File: config.mk
export PLATFORM = sky130hd
export DESIGN_NAME = if_fetch
export DESIGN_NICKNAME = d
export VERILOG_FILES = /design/src/rtl/if_fetch_pkg.sv /design/src/rtl/if_fifo.sv /design/src/rtl/if_fetch.sv
export SDC_FILE = /design/constraint.sdc
export NUM_CORES = 1
export LEC_CHECK = 0
export CAP_MARGIN = 5
export CORE_MARGIN = 10
export CORE_UTILIZATION = 35
export CTS_BUF_LIST = sky130_fd_sc_hd__clkbuf_4 sky130_fd_sc_hd__clkbuf_8 sky130_fd_sc_hd__clkbuf_16
export CTS_CLUSTER_DIAMETER = 50
export DETAILED_ROUTE_END_ITERATION = 12
export HOLD_SLACK_MARGIN = 0.05
export PLACE_DENSITY = 0.58
export SLEW_MARGIN = 20
export SYNTH_ARGS = -nofsm -noshare
export SYNTH_HDL_FRONTEND = slang
export SYNTH_SLANG_ARGS = --single-unit
export TNS_END_PERCENT = 20
File: constraint.sdc
create_clock -name clk -period 7.57 [get_ports clk]
set_clock_uncertainty 0.1 [all_clocks]
set_input_delay 1.514 -clock clk [delete_from_list [all_inputs] [get_ports clk]]
set_output_delay 1.514 -clock clk [all_outputs]
set_load 0.02 [all_outputs]
File: src/rtl/if_fetch_pkg.sv
// Shared definitions for the tinyrisc instruction fetch unit.
// Build option: IF_BUS_ERR_EN (macro). When defined, every fetched entry also
// carries the bus error bit and the fetch unit grows ibus_err_i/inst_err_o.
package if_fetch_pkg;

    localparam logic [31:0] INST_NOP           = 32'h0000_0013;
    localparam logic [31:0] ZeroWord           = 32'h0000_0000;
    localparam logic [31:0] RESET_ADDR_DEFAULT = 32'h0000_0000;

    // Fetch FSM encodings
    localparam logic [1:0] BOOT  = 2'd0;
    localparam logic [1:0] FETCH = 2'd1;
    localparam logic [1:0] DRAIN = 2'd2;

    // One buffered instruction: the returned word and the address it came from
    typedef struct packed {
        logic [31:0] instr;
        logic [31:0] addr;
`ifdef IF_BUS_ERR_EN
        logic        err;
`endif
    } fetch_entry_t;

endpackage

File: src/rtl/if_fifo.sv
// Instruction buffer for if_fetch. A pending-tag queue remembers the address
// of every granted read; each accepted response pops the oldest tag and is
// stored together with it. Flush is synchronous and empties both queues.
// Build option: IF_BUS_ERR_EN adds a stored error bit per entry.
module if_fifo
    import if_fetch_pkg::*;
#(
    parameter  int DEPTH = 2,
    localparam int AW    = $clog2(DEPTH),
    localparam int CW    = AW + 1
) (
    input  logic          clk,
    input  logic          rst,
    input  logic          flush,
    input  logic          tag_push,
    input  logic [31:0]   tag_addr,
    input  logic          resp_valid,
    input  logic [31:0]   resp_data,
`ifdef IF_BUS_ERR_EN
    input  logic          resp_err,
`endif
    input  logic          pop,
    output fetch_entry_t  head,
    output logic [CW-1:0] count
);

    fetch_entry_t  data_mem [DEPTH];
    logic [31:0]   tag_mem  [DEPTH];
    logic [AW-1:0] wr_ptr;
    logic [AW-1:0] rd_ptr;
    logic [AW-1:0] tag_wr;
    logic [AW-1:0] tag_rd;
    logic          pop_ok;
    logic          push_ok;
    fetch_entry_t  new_entry;

    // Simultaneous push and pop is allowed even when full
    assign pop_ok  = pop & (count != '0);
    assign push_ok = resp_valid & ((count != CW'(DEPTH)) | pop_ok);

    assign new_entry.instr = resp_data;
    assign new_entry.addr  = tag_mem[tag_rd];
`ifdef IF_BUS_ERR_EN
    assign new_entry.err   = resp_err;
`endif

    assign head = data_mem[rd_ptr];

    // Pointer and occupancy bookkeeping; flush wins over push and pop
    always_ff @(posedge clk or negedge rst) begin
        // NOTE: sequential state uses non-blocking assignments so every flop
        // samples pre-edge values regardless of statement order.
        if (!rst) begin
            wr_ptr <= '0;
            rd_ptr <= '0;
            tag_wr <= '0;
            tag_rd <= '0;
            count  <= '0;
        end else if (flush) begin
            wr_ptr <= '0;
            rd_ptr <= '0;
            tag_wr <= '0;
            tag_rd <= '0;
            count  <= '0;
        end else begin
            if (tag_push)   tag_wr <= tag_wr + AW'(1);
            if (resp_valid) tag_rd <= tag_rd + AW'(1);
            if (push_ok)    wr_ptr <= wr_ptr + AW'(1);
            if (pop_ok)     rd_ptr <= rd_ptr + AW'(1);
            count <= count + CW'(push_ok) - CW'(pop_ok);
        end
    end

    // Storage writes for tags and buffered entries
    always_ff @(posedge clk) begin
        // NOTE: storage arrays are deliberately not reset; the pointers and
        // count alone decide which slots hold live data.
        if (tag_push) tag_mem[tag_wr]  <= tag_addr;
        if (push_ok)  data_mem[wr_ptr] <= new_entry;
    end

endmodule

File: src/rtl/if_fetch.sv
// Instruction fetch unit for the tinyrisc core: owns the PC, issues word
// reads, buffers responses in if_fifo and feeds the decode stage. A jump
// flushes the buffer; responses still in flight are counted and dropped.
// Build option: IF_BUS_ERR_EN adds ibus_err_i and inst_err_o.
module if_fetch
    import if_fetch_pkg::*;
#(
    parameter logic [31:0] RESET_ADDR = RESET_ADDR_DEFAULT,
    parameter int          FIFO_DEPTH = 2
) (
    input  logic        clk,
    input  logic        rst,
    input  logic        jump_flag_i,
    input  logic [31:0] jump_addr_i,
    input  logic        hold_flag_i,
    output logic        ibus_req_o,
    output logic [31:0] ibus_addr_o,
    input  logic        ibus_gnt_i,
    input  logic        ibus_rvalid_i,
    input  logic [31:0] ibus_rdata_i,
`ifdef IF_BUS_ERR_EN
    input  logic        ibus_err_i,
    output logic        inst_err_o,
`endif
    output logic        inst_valid_o,
    output logic [31:0] inst_o,
    output logic [31:0] inst_addr_o
);

    localparam int CW = $clog2(FIFO_DEPTH) + 1;

    logic [1:0]    state;
    logic [1:0]    state_nxt;
    logic [31:0]   fetch_pc;
    logic [CW-1:0] outstanding;
    logic [CW-1:0] outstanding_nxt;
    logic [CW-1:0] discard_cnt;
    logic [CW-1:0] discard_nxt;
    logic [CW-1:0] fifo_count;
    logic [CW:0]   occupancy;
    logic          grant;
    logic          resp_drop;
    logic          resp_accept;
    logic          pop;
    fetch_entry_t  head;
    logic          unused_bits;

    // Word alignment ignores the low target bits
    assign unused_bits = &{1'b0, jump_addr_i[1:0]};

    // In-flight reads plus buffered words may never exceed the buffer size,
    // so every granted read already owns a slot when its data returns
    assign occupancy   = {1'b0, outstanding} + {1'b0, fifo_count};
    assign ibus_req_o  = (state == FETCH) & ~jump_flag_i
                       & (occupancy < (CW + 1)'(FIFO_DEPTH));
    assign ibus_addr_o = fetch_pc;
    assign grant       = ibus_req_o & ibus_gnt_i;

    assign resp_drop   = ibus_rvalid_i & (discard_cnt != '0);
    assign resp_accept = ibus_rvalid_i & (discard_cnt == '0);

    assign inst_valid_o = (fifo_count != '0) & ~jump_flag_i;
    assign pop          = inst_valid_o & ~hold_flag_i;
    assign inst_o       = inst_valid_o ? head.instr : INST_NOP;
    assign inst_addr_o  = inst_valid_o ? head.addr  : ZeroWord;
`ifdef IF_BUS_ERR_EN
    assign inst_err_o   = inst_valid_o & head.err;
`endif

    assign outstanding_nxt = outstanding + CW'(grant) - CW'(ibus_rvalid_i);

    // Discard count: reloaded with every read still in flight on a jump
    always_comb begin
        // NOTE: default assignment first so no path leaves the value held,
        // which would otherwise infer a latch.
        discard_nxt = discard_cnt;
        if (jump_flag_i) begin
            discard_nxt = outstanding_nxt;
        end else if (resp_drop) begin
            discard_nxt = discard_cnt - CW'(1);
        end
    end

    // Next state: drain while stale reads remain, fetch otherwise
    always_comb begin
        state_nxt = state;
        case (state)
            BOOT:         state_nxt = FETCH;
            FETCH, DRAIN: state_nxt = (discard_nxt != '0) ? DRAIN : FETCH;
            default:      state_nxt = BOOT;
        endcase
    end

    // FSM, program counter and read counters
    always_ff @(posedge clk or negedge rst) begin
        if (!rst) begin
            state       <= BOOT;
            fetch_pc    <= RESET_ADDR;
            outstanding <= '0;
            discard_cnt <= '0;
        end else begin
            state       <= state_nxt;
            outstanding <= outstanding_nxt;
            discard_cnt <= discard_nxt;
            if (jump_flag_i) begin
                fetch_pc <= {jump_addr_i[31:2], 2'b00};
            end else if (grant) begin
                fetch_pc <= fetch_pc + 32'd4;
            end
        end
    end

    if_fifo #(
        .DEPTH(FIFO_DEPTH)
    ) u_fifo (
        .clk        (clk),
        .rst        (rst),
        .flush      (jump_flag_i),
        .tag_push   (grant),
        .tag_addr   (fetch_pc),
        .resp_valid (resp_accept),
        .resp_data  (ibus_rdata_i),
`ifdef IF_BUS_ERR_EN
        .resp_err   (ibus_err_i),
`endif
        .pop        (pop),
        .head       (head),
        .count      (fifo_count)
    );

endmodule

Word-level counts from Yosys, hierarchy flattened. Memory sizes are Yosys's and may differ from the RTL's. Cells that the tools add are included.

Flip-flop bits (word level): 44. Bits in latches: 0. RAM bits: 192. ROM bits: 0. Output and inout bits: 98. Logic and storage cells: 69. Memories: 2.

$add $sub $neg: 11. Multiply operators: 0. Divide/modulo/power cells: 0. Order comparisons: 1. Equality and inequality tests: 3. Shifts and indexed selects: 0. Muxes and demuxes: 21. Bitwise gates (word level): 12. Reduce and logical (&&, ||, !) cells: 10.

Memory list: u_fifo.data_mem (depth 2, bits a word 64, read ports 1, clocked after memory_dff 0, wr ports 1, RTL line if_fifo.sv:27) `fetch_entry_t data_mem [DEPTH];`; u_fifo.tag_mem (depth 2, bits a word 32, read ports 1, clocked after memory_dff 0, wr ports 1, RTL line if_fifo.sv:28) `logic [31:0] tag_mem [DEPTH];`.

Operators with widths (number): two-way mux 32 bit (4); adder 32 x 3 -> 32 bit (second input constant) (1); nonzero test 2 bit (7); two-way mux 1 bit (12); AND 1 bit (9); two-way mux 2 bit (4); adder 1 bit (second input constant) (4); adder 2 x 1 -> 2 bit (2); zero test 2 bit (2); one-hot mux 2 bit (2 select lines) (1); subtractor 2 x 1 -> 2 bit (2); adder 2 x 2 -> 3 bit (1); less-than comparator 3 x 2 -> 1 bit (second input constant) (1); == test 2 x 1 -> 1 bit (second input constant) (1); == test 2 bit (second input constant) (1); inequality test 2 bit (second input constant) (1); NOT 1 bit (2); OR reduction 2 bit (1); subtractor 2 x 1 -> 2 bit (second input constant) (1); OR 1 bit (1).

Depth between registers and ports, before layout. Gate-level depths: netlist (run 1).

Depth in word-level cells: 10. Gate-level depth with buffers: 14. Depth with buffers taken out: 13.

Hierarchy. A second synthesis (run 1) with hierarchy kept.

Cell total of the unflattened synthesis: 646. Area, all modules: 9900.7 um2.

Modules (own cells, without submodules): if_fifo (times used 1, cells each 329, area each 7257.0 um2, sequential area each 5915.7 um2); if_fetch (times used 1, cells each 317, area each 2643.8 um2, sequential area each 900.9 um2).

Worst setup path after synthesis (run 1). Ideal clock, no wire load.

Path kind: in2reg. Start: input port jump_flag_i. End: memory u_fifo.data_mem[0][10] in the netlist's numbering (enable). Library setup time: 0.558 ns. Data arrival time: 6.115 ns. Setup slack: 0.796 ns. Stages: 3. Buffers on the path: 1. Cell sequence: buf_4 -> o211a_1 -> nor3_1.

Longest elaborated chain between the ends: 8.

Ends and longest elaborated chain: start: declaration (RTL line if_fetch.sv:13) `input logic jump_flag_i,`; NOT 1 bit (RTL line if_fetch.sv:62) `assign inst_valid_o = (fifo_count != '0) & ~jump_flag_i;`; AND 1 bit (RTL line if_fetch.sv:62); AND 1 bit (RTL line if_fetch.sv:63) `assign pop = inst_valid_o & ~hold_flag_i;`; AND 1 bit (RTL line if_fifo.sv:38) `assign pop_ok = pop & (count != '0);`; OR 1 bit (RTL line if_fifo.sv:39) `assign push_ok = resp_valid & ((count != CW'(DEPTH)) | pop_ok);`; AND 1 bit (RTL line if_fifo.sv:39); two-way mux 1 bit (RTL line if_fifo.sv:79) `if (push_ok) data_mem[wr_ptr] <= new_entry;`; two-way mux 1 bit (implied by the code) (RTL line if_fifo.sv:79); end: declaration (RTL line if_fifo.sv:27).

No other way between the ends.

Final worst setup path (run 1).
Start: input port jump_flag_i. End: output port inst_o[1].

Longest elaborated chain between the ends: 3.

Ends and longest elaborated chain: NOT 1 bit (RTL line if_fetch.sv:62); AND 1 bit (RTL line if_fetch.sv:62); two-way mux 32 bit (RTL line if_fetch.sv:64) `assign inst_o = inst_valid_o ? head.instr : INST_NOP;`; end: declaration (RTL line if_fetch.sv:26) `output logic [31:0] inst_o,`.

No other way between the ends.

==> reports/summary.txt, run 1 <==
FF-to-FF End -> state[0]
Post-Syn Area -> 0.00941 mm^2
CP Capture Type -> primary output
CP Max Fanout -> 61
Reg2reg path depth -> 13
Final ANT Viol Nets -> 0
Fill count -> 2329
Crit path cell chain -> clkdlybuf4s50_1 -> clkinv_1 -> o21ai_4 -> buf_4 -> inv_1 -> nand2_1 -> clkdlybuf4s50_1
Initial antenna violation count -> 0
Die width -> 184 um
DR WL/cell -> 19.0 um
# DRC -> 0
Area grow syn2layout -> 30.2%
Internal reg-to-reg setup slack -> 3990 ps
GPL Wtd Cong -> 0.771
Met3 wire length -> 1600 um
Hold slack -> 442 ps
Dominant synthesized flop cell -> edfxtp_1
Final Util -> 0.466
CTS Buffer Depth -> 3
Status -> completed
Sum Neg Setup Slack -> 0 ps
TritonRoute pass-1 iters -> 5
PwrDens -> 314 mW/mm^2
Cells after Synth -> 642
WS Path Type -> in2out
Largest net degree at the start of global routing -> 63
Peak VDD IR -> 0.000160 V
Final worst path period share -> 0.743
Total grt overflow -> 0
Antenna diodes -> 0
Min-delay src -> outstanding[0]
Async SR Flop Fraction -> 0.186
First-pass GRT wire length -> 33700 um
Synth Area per Inst -> 14.7 um^2
Core Area -> 0.0263 mm^2
TritonCTS clock tree -> built
Syn. warnings -> 0
Die Area -> 0.0339 mm^2
Worst setup margin -> 1950 ps
Starting Density -> 0.358
Clock sink count -> 226
WHS Path Cells -> 1
Post-cts resize count -> 0
Worst-skew pair later-pin latency -> 520 ps
NumNets Final -> 891
Row count -> 59
DR vias -> 5741
Slew Limit Fails -> 0
Post-Place Worst Slack -> 1900 ps
Crit path DAT -> 4010 ps
Commonest cells after routing, fill and taps aside -> edfxtp_1, clkdlybuf4s50_1, nor2_1
Most frequent CP cell -> clkdlybuf4s50_1
Time the worst path needs with I/O delays and setup -> 5620 ps
Worst Hold End -> outstanding[0]
Postcts setup bufs -> 0
Most common cell after layout, fill and taps aside -> edfxtp_1
Unrepaired setup endpoints after global routing -> false
CP Launch Type -> input pin
RR Startpoint -> u_fifo.count[0]
Worst hold path class -> reg2reg
Number of global-route vias before repair -> 5897
Highest Signal Layer -> met4
Area of the multi-input gates -> 0.00265 mm^2
Yosys cell types -> 54
Met2 wire len -> 10700 um
Seq. cell area -> 0.00658 mm^2
Met1 Routed Length -> 9530 um
Finished Layout Cells -> 1166
Vias per std cell -> 4.92
Peak Freq -> 0.178 GHz
Worst-margin pin slew -> 935 ps
Worst Path Required -> 5960 ps
I/O Buffers -> 161
Root Buffer Master -> clkbuf_16
Register area share after synthesis -> 0.699
Power, Total -> 3.85 mW
Worst Path Buf+Inv -> 5
Final setup viols -> 0
Final Cell Area -> 0.0123 mm^2
Seq cells post-synth -> 226
Dominant delay contributor by cell family on the critical path -> buffers and inverters
Leak Pwr -> 4.23 nW
Number of synthesized flops with an enable pin -> 184
Hold buffer count at cts -> 0
Ports -> 168
CTS buffer count -> 27
Ratio of cells with drive above 1 in the final layout -> 0.128
Overall routing resource usage -> 0.126
CP max stage cell -> clkdlybuf4s50_1
Detail Placement HPWL -> 14400 um
Relative slew slack -> 0.377
Post-placement cell count -> 1117
Placed cell area -> 0.0114 mm^2
Drt initial violations -> 400
Reg clk slew, reported paths -> 60 ps
Max Cap Viol -> 0
H-tree depth -> 1
Die H -> 184 um
Overall routed net length -> 22100 um
Final Hold Fails -> 0
Slowest stage delay, CP -> 610 ps
[flip-flops by register name (all words and copies together), names as in the netlist]
register,flops
discard_cnt,2
u_fifo.data_mem,124
u_fifo.tag_wr,1
u_fifo.count,2
outstanding,2
state,2
u_fifo.wr_ptr,1
u_fifo.rd_ptr,1
ibus_addr_o,30
u_fifo.tag_mem,60
u_fifo.tag_rd,1
[worst reg2reg max path: stages, from the launching register on]
cell	delay, ps
dfrtp_1	420
and2_1	170
fa_1	480
nor4b_4	360
and2_4	320
inv_2	280
ha_1	390
inv_1	40
ha_1	180
xnor2_1	170
xnor2_1	160
mux2i_1	160
a31oi_1	200
nor2_1	50
[cells by family (layout without fill, tap and decap cells)]
logic type | after synthesis | in the layout | synth area share
compound gates | 66 | 66 | 0.0488
xor+xnor | 9 | 9 | 0.00837
fa+ha+maj | 10 | 10 | 0.0141
buf+inv | 48 | 234 | 0.0235
flops | 226 | 226 | 0.699
mux | 99 | 99 | 0.109
other cells | 1 | 4 | 0.000398
simple gates | 183 | 183 | 0.0969
[synthesized netlist by cell type (all sizes together) (4+ instances only)]
master | instances | area share
o21ai | 22 | 0.012
edfxtp | 184 | 0.59
nand3 | 16 | 0.0090
nand2b | 4 | 0.0027
a31oi | 6 | 0.0040
nor3 | 4 | 0.0021
dfrtp | 42 | 0.11
and3 | 7 | 0.0047
o311ai | 12 | 0.012
o211ai | 4 | 0.0032
mux2 | 30 | 0.036
buf | 23 | 0.014
clkbuf | 10 | 0.0040
a41oi | 4 | 0.0037
inv | 14 | 0.0056
nand4 | 9 | 0.0076
mux2i | 69 | 0.073
a21oi | 5 | 0.0027
ha | 9 | 0.012
and2 | 9 | 0.0062
nand2 | 36 | 0.014
nor2 | 83 | 0.033
nor4 | 4 | 0.0058
xnor2 | 6 | 0.0056
[where the power goes]
part	total [mW]	internal (mW)	leakage, nW	switching (mW)
registers	1.66	1.54	2.19	0.120
clock network	1.23	0.757	0.448	0.476
logic	0.956	0.430	1.60	0.526
total	3.85	2.72	4.23	1.12
[metal layers]
layer  vias up  track usage
li1       2726            -
met1      2804        0.156
met2       186        0.212
met3        25       0.0366
met4         0       0.0302
met5         -            0
[layout make-up]
class	count	share of cell area
Multi-Input combinational cell	371	0.216
Tap cell	335	0.0342
Clock inverter	6	0.00388
Timing Repair Buffer	170	0.137
Clock buffer	43	0.0679
Inverter	15	0.00459
Sequential cell	226	0.537
[how the worst max path moves through the flow]
stage,slack (ps),to,from,cells past startpoint
3_3_place_gp,1860,inst_o[4],jump_flag_i,7
2_1_floorplan,800,u_fifo.data_mem[0][10],jump_flag_i,3
3_5_place_dp,1900,inst_o[4],jump_flag_i,7
6_report,1950,inst_o[1],jump_flag_i,7
5_1_grt,1720,inst_o[1],jump_flag_i,7
4_1_cts,1890,inst_o[4],jump_flag_i,7
Note: power is estimated with default switching activity, not from simulation.
==> inputs of run 2 (changes only) <==
- PLACE_DENSITY: 0.58 -> 0.6
- clock period: 7.57 -> 4.8 ns (I/O delays scaled with it)
==> run 2 against run 1 <==
Count of clock-buffer cells in the layout down 9. Routed wire length is 1.7% higher. Register-to-register slack got worse by 2400 ps. Cell area up 0.37%. Sequential power is 58% higher. Core utilization up 0.17 points. Clock power grew 60%. Worst setup slack got worse by 1300 ps. Final cell count about the same. Critical path type unchanged. Largest cell class unchanged.
==> reports/summary.txt, run 2 (same netlist as run 1, synthesis figures left out) <==
Final setup viols -> 0 (unchanged)
PwrDens -> 497 mW/mm^2 (+58%)
Relative slew slack -> 0.357 (-0.0202)
Antenna diodes -> 0 (unchanged)
# DRC -> 0 (unchanged)
Ports -> 168 (unchanged)
Post-cts resize count -> 0 (unchanged)
WS Path Type -> in2out
Largest Register -> u_fifo.data_mem
Reg2reg path depth -> 13 (unchanged)
CTS buffer count -> 27 (unchanged)
Hold buffer count at cts -> 0 (unchanged)
Most common cell after layout, fill and taps aside -> edfxtp_1
Post-placement cell count -> 1119 (+0.18%)
Unrepaired setup endpoints after global routing -> false
Ratio of cells with drive above 1 in the final layout -> 0.127 (-0.000153)
CP Max Fanout -> 32 (-48%)
Postcts setup bufs -> 0 (unchanged)
Row count -> 59 (unchanged)
TritonRoute pass-1 iters -> 4 (-1)
Worst hold path class -> in2async
Core Area -> 0.0263 mm^2 (unchanged)
RR Startpoint -> u_fifo.count[0]
Leak Pwr -> 4.24 nW (about the same)
Peak VDD IR -> 0.000214 V (+34%)
First-pass GRT wire length -> 34400 um (+2.2%)
DR vias -> 5741 (unchanged)
Vias per std cell -> 4.92 (about the same)
Overall routed net length -> 22500 um (+1.7%)
H-tree depth -> 1 (unchanged)
Final worst path period share -> 0.859
Max reg flops -> 124 (unchanged)
NumNets Final -> 893 (+0.22%)
Internal reg-to-reg setup slack -> 1560 ps (-2430 ps)
CP Capture Type -> primary output
Drt initial violations -> 311 (-22%)
Final Hold Fails -> 0 (unchanged)
CTS Buffer Depth -> 3 (unchanged)
Sum Neg Setup Slack -> 0 ps (unchanged)
Die width -> 184 um (unchanged)
Time the worst path needs with I/O delays and setup -> 4120 ps
Overall routing resource usage -> 0.130 (+0.00370)
Die H -> 184 um (unchanged)
Die Area -> 0.0339 mm^2 (unchanged)
Clock sink count -> 226 (unchanged)
Finished Layout Cells -> 1167 (+0.086%)
Status -> completed
Initial antenna violation count -> 0 (unchanged)
Detail Placement HPWL -> 14800 um (+2.8%)
Hold slack -> 353 ps (-89.4 ps)
TritonCTS clock tree -> built
I/O Buffers -> 161 (unchanged)
Worst Path Required -> 3740 ps (-2220 ps)
FF-to-FF End -> state[0]
Final ANT Viol Nets -> 0 (unchanged)
Worst-skew pair later-pin latency -> 520 ps (about the same)
CP Launch Type -> input pin
Max Cap Viol -> 0 (unchanged)
Number of global-route vias before repair -> 5761 (-2.3%)
DR WL/cell -> 19.3 um (+1.6%)
Slew Limit Fails -> 0 (unchanged)
Reg clk slew, reported paths -> 60 ps (about the same)
Area grow syn2layout -> 30.7%
Commonest cells after routing, fill and taps aside -> edfxtp_1, clkdlybuf4s50_1, nor2_1
Total grt overflow -> 0 (unchanged)
Peak Freq -> 0.243 GHz
Starting Density -> 0.358 (unchanged)
Crit path DAT -> 3060 ps (-950 ps)
Root Buffer Master -> clkbuf_16
Worst-margin pin slew -> 965 ps (+30.3 ps)
GPL Wtd Cong -> 0.765 (-0.75%)
Largest net degree at the start of global routing -> 63 (unchanged)
==> run 2: cell count changes in the layout (fill, tap and decap cells not counted), sizes merged, moves of 2 or more <==
cell	previous run	this run
clkinv	6	9
clkinvlp	0	2
buf	10	13
clkbuf	43	34
bufinv	0	2
==> run 2: stage by stage <==
| step | power (mW) | utilization | setup slack, ps | instance area, um^2 |
|---|---|---|---|---|
| after floorplan | 3.54 | - | 491 | 9430 |
| after global placement | 4.19 | 0.435 | 667 | 11400 |
| after detailed placement | 4.22 | 0.435 | 607 | 11400 |
| after CTS | 6.21 | 0.468 | 606 | 12300 |
| after global routing | 6.44 | 0.468 | 516 | 12300 |
| final | 6.11 | 0.468 | 677 | 12300 |
==> run 2: per-layer routing <==
layer,track usage,share of wire,vias to the layer above
met4,0.0272,0.015,0
li1,-,-,2743
met5,0,0,-
met2,0.214,0.48,168
met1,0.165,0.42,2807
met3,0.0401,0.079,23
==> run 2: worst max-delay path by stage <==
stage	startpoint	end	slack, ps	cells after the start
after floorplan	jump_flag_i	u_fifo.data_mem[0][10]	490	3
after global placement	jump_flag_i	inst_addr_o[16]	670	6
after detailed placement	jump_flag_i	inst_addr_o[18]	610	6
after CTS	jump_flag_i	inst_addr_o[18]	610	6
after global routing	jump_flag_i	inst_o[12]	520	6
final	jump_flag_i	inst_addr_o[18]	680	6
==> run 2: layout make-up <==
type / count / area [um^2]
flip-flops and latches: 226 / 6580
repair buffers: 172 / 1710
clock inverters: 14 / 144
multi-input cells: 371 / 2660
clock buffers: 34 / 734
fillers: 2331 / 14000
well taps: 335 / 419
inverters: 15 / 56.3
==> run 2: critical path: stages <==
cell and delay (ps):
buf_2 100, clkinv_1 360, o21ai_4 520, buf_4 440
nor2_1 100, clkdlybuf4s50_1 560
==> run 2: power by group <==
group          internal [mW]  total (mW)  switching (mW)
combinational          0.691        1.51           0.824
sequential              2.42        2.63           0.209
clock                   1.20        1.97           0.771
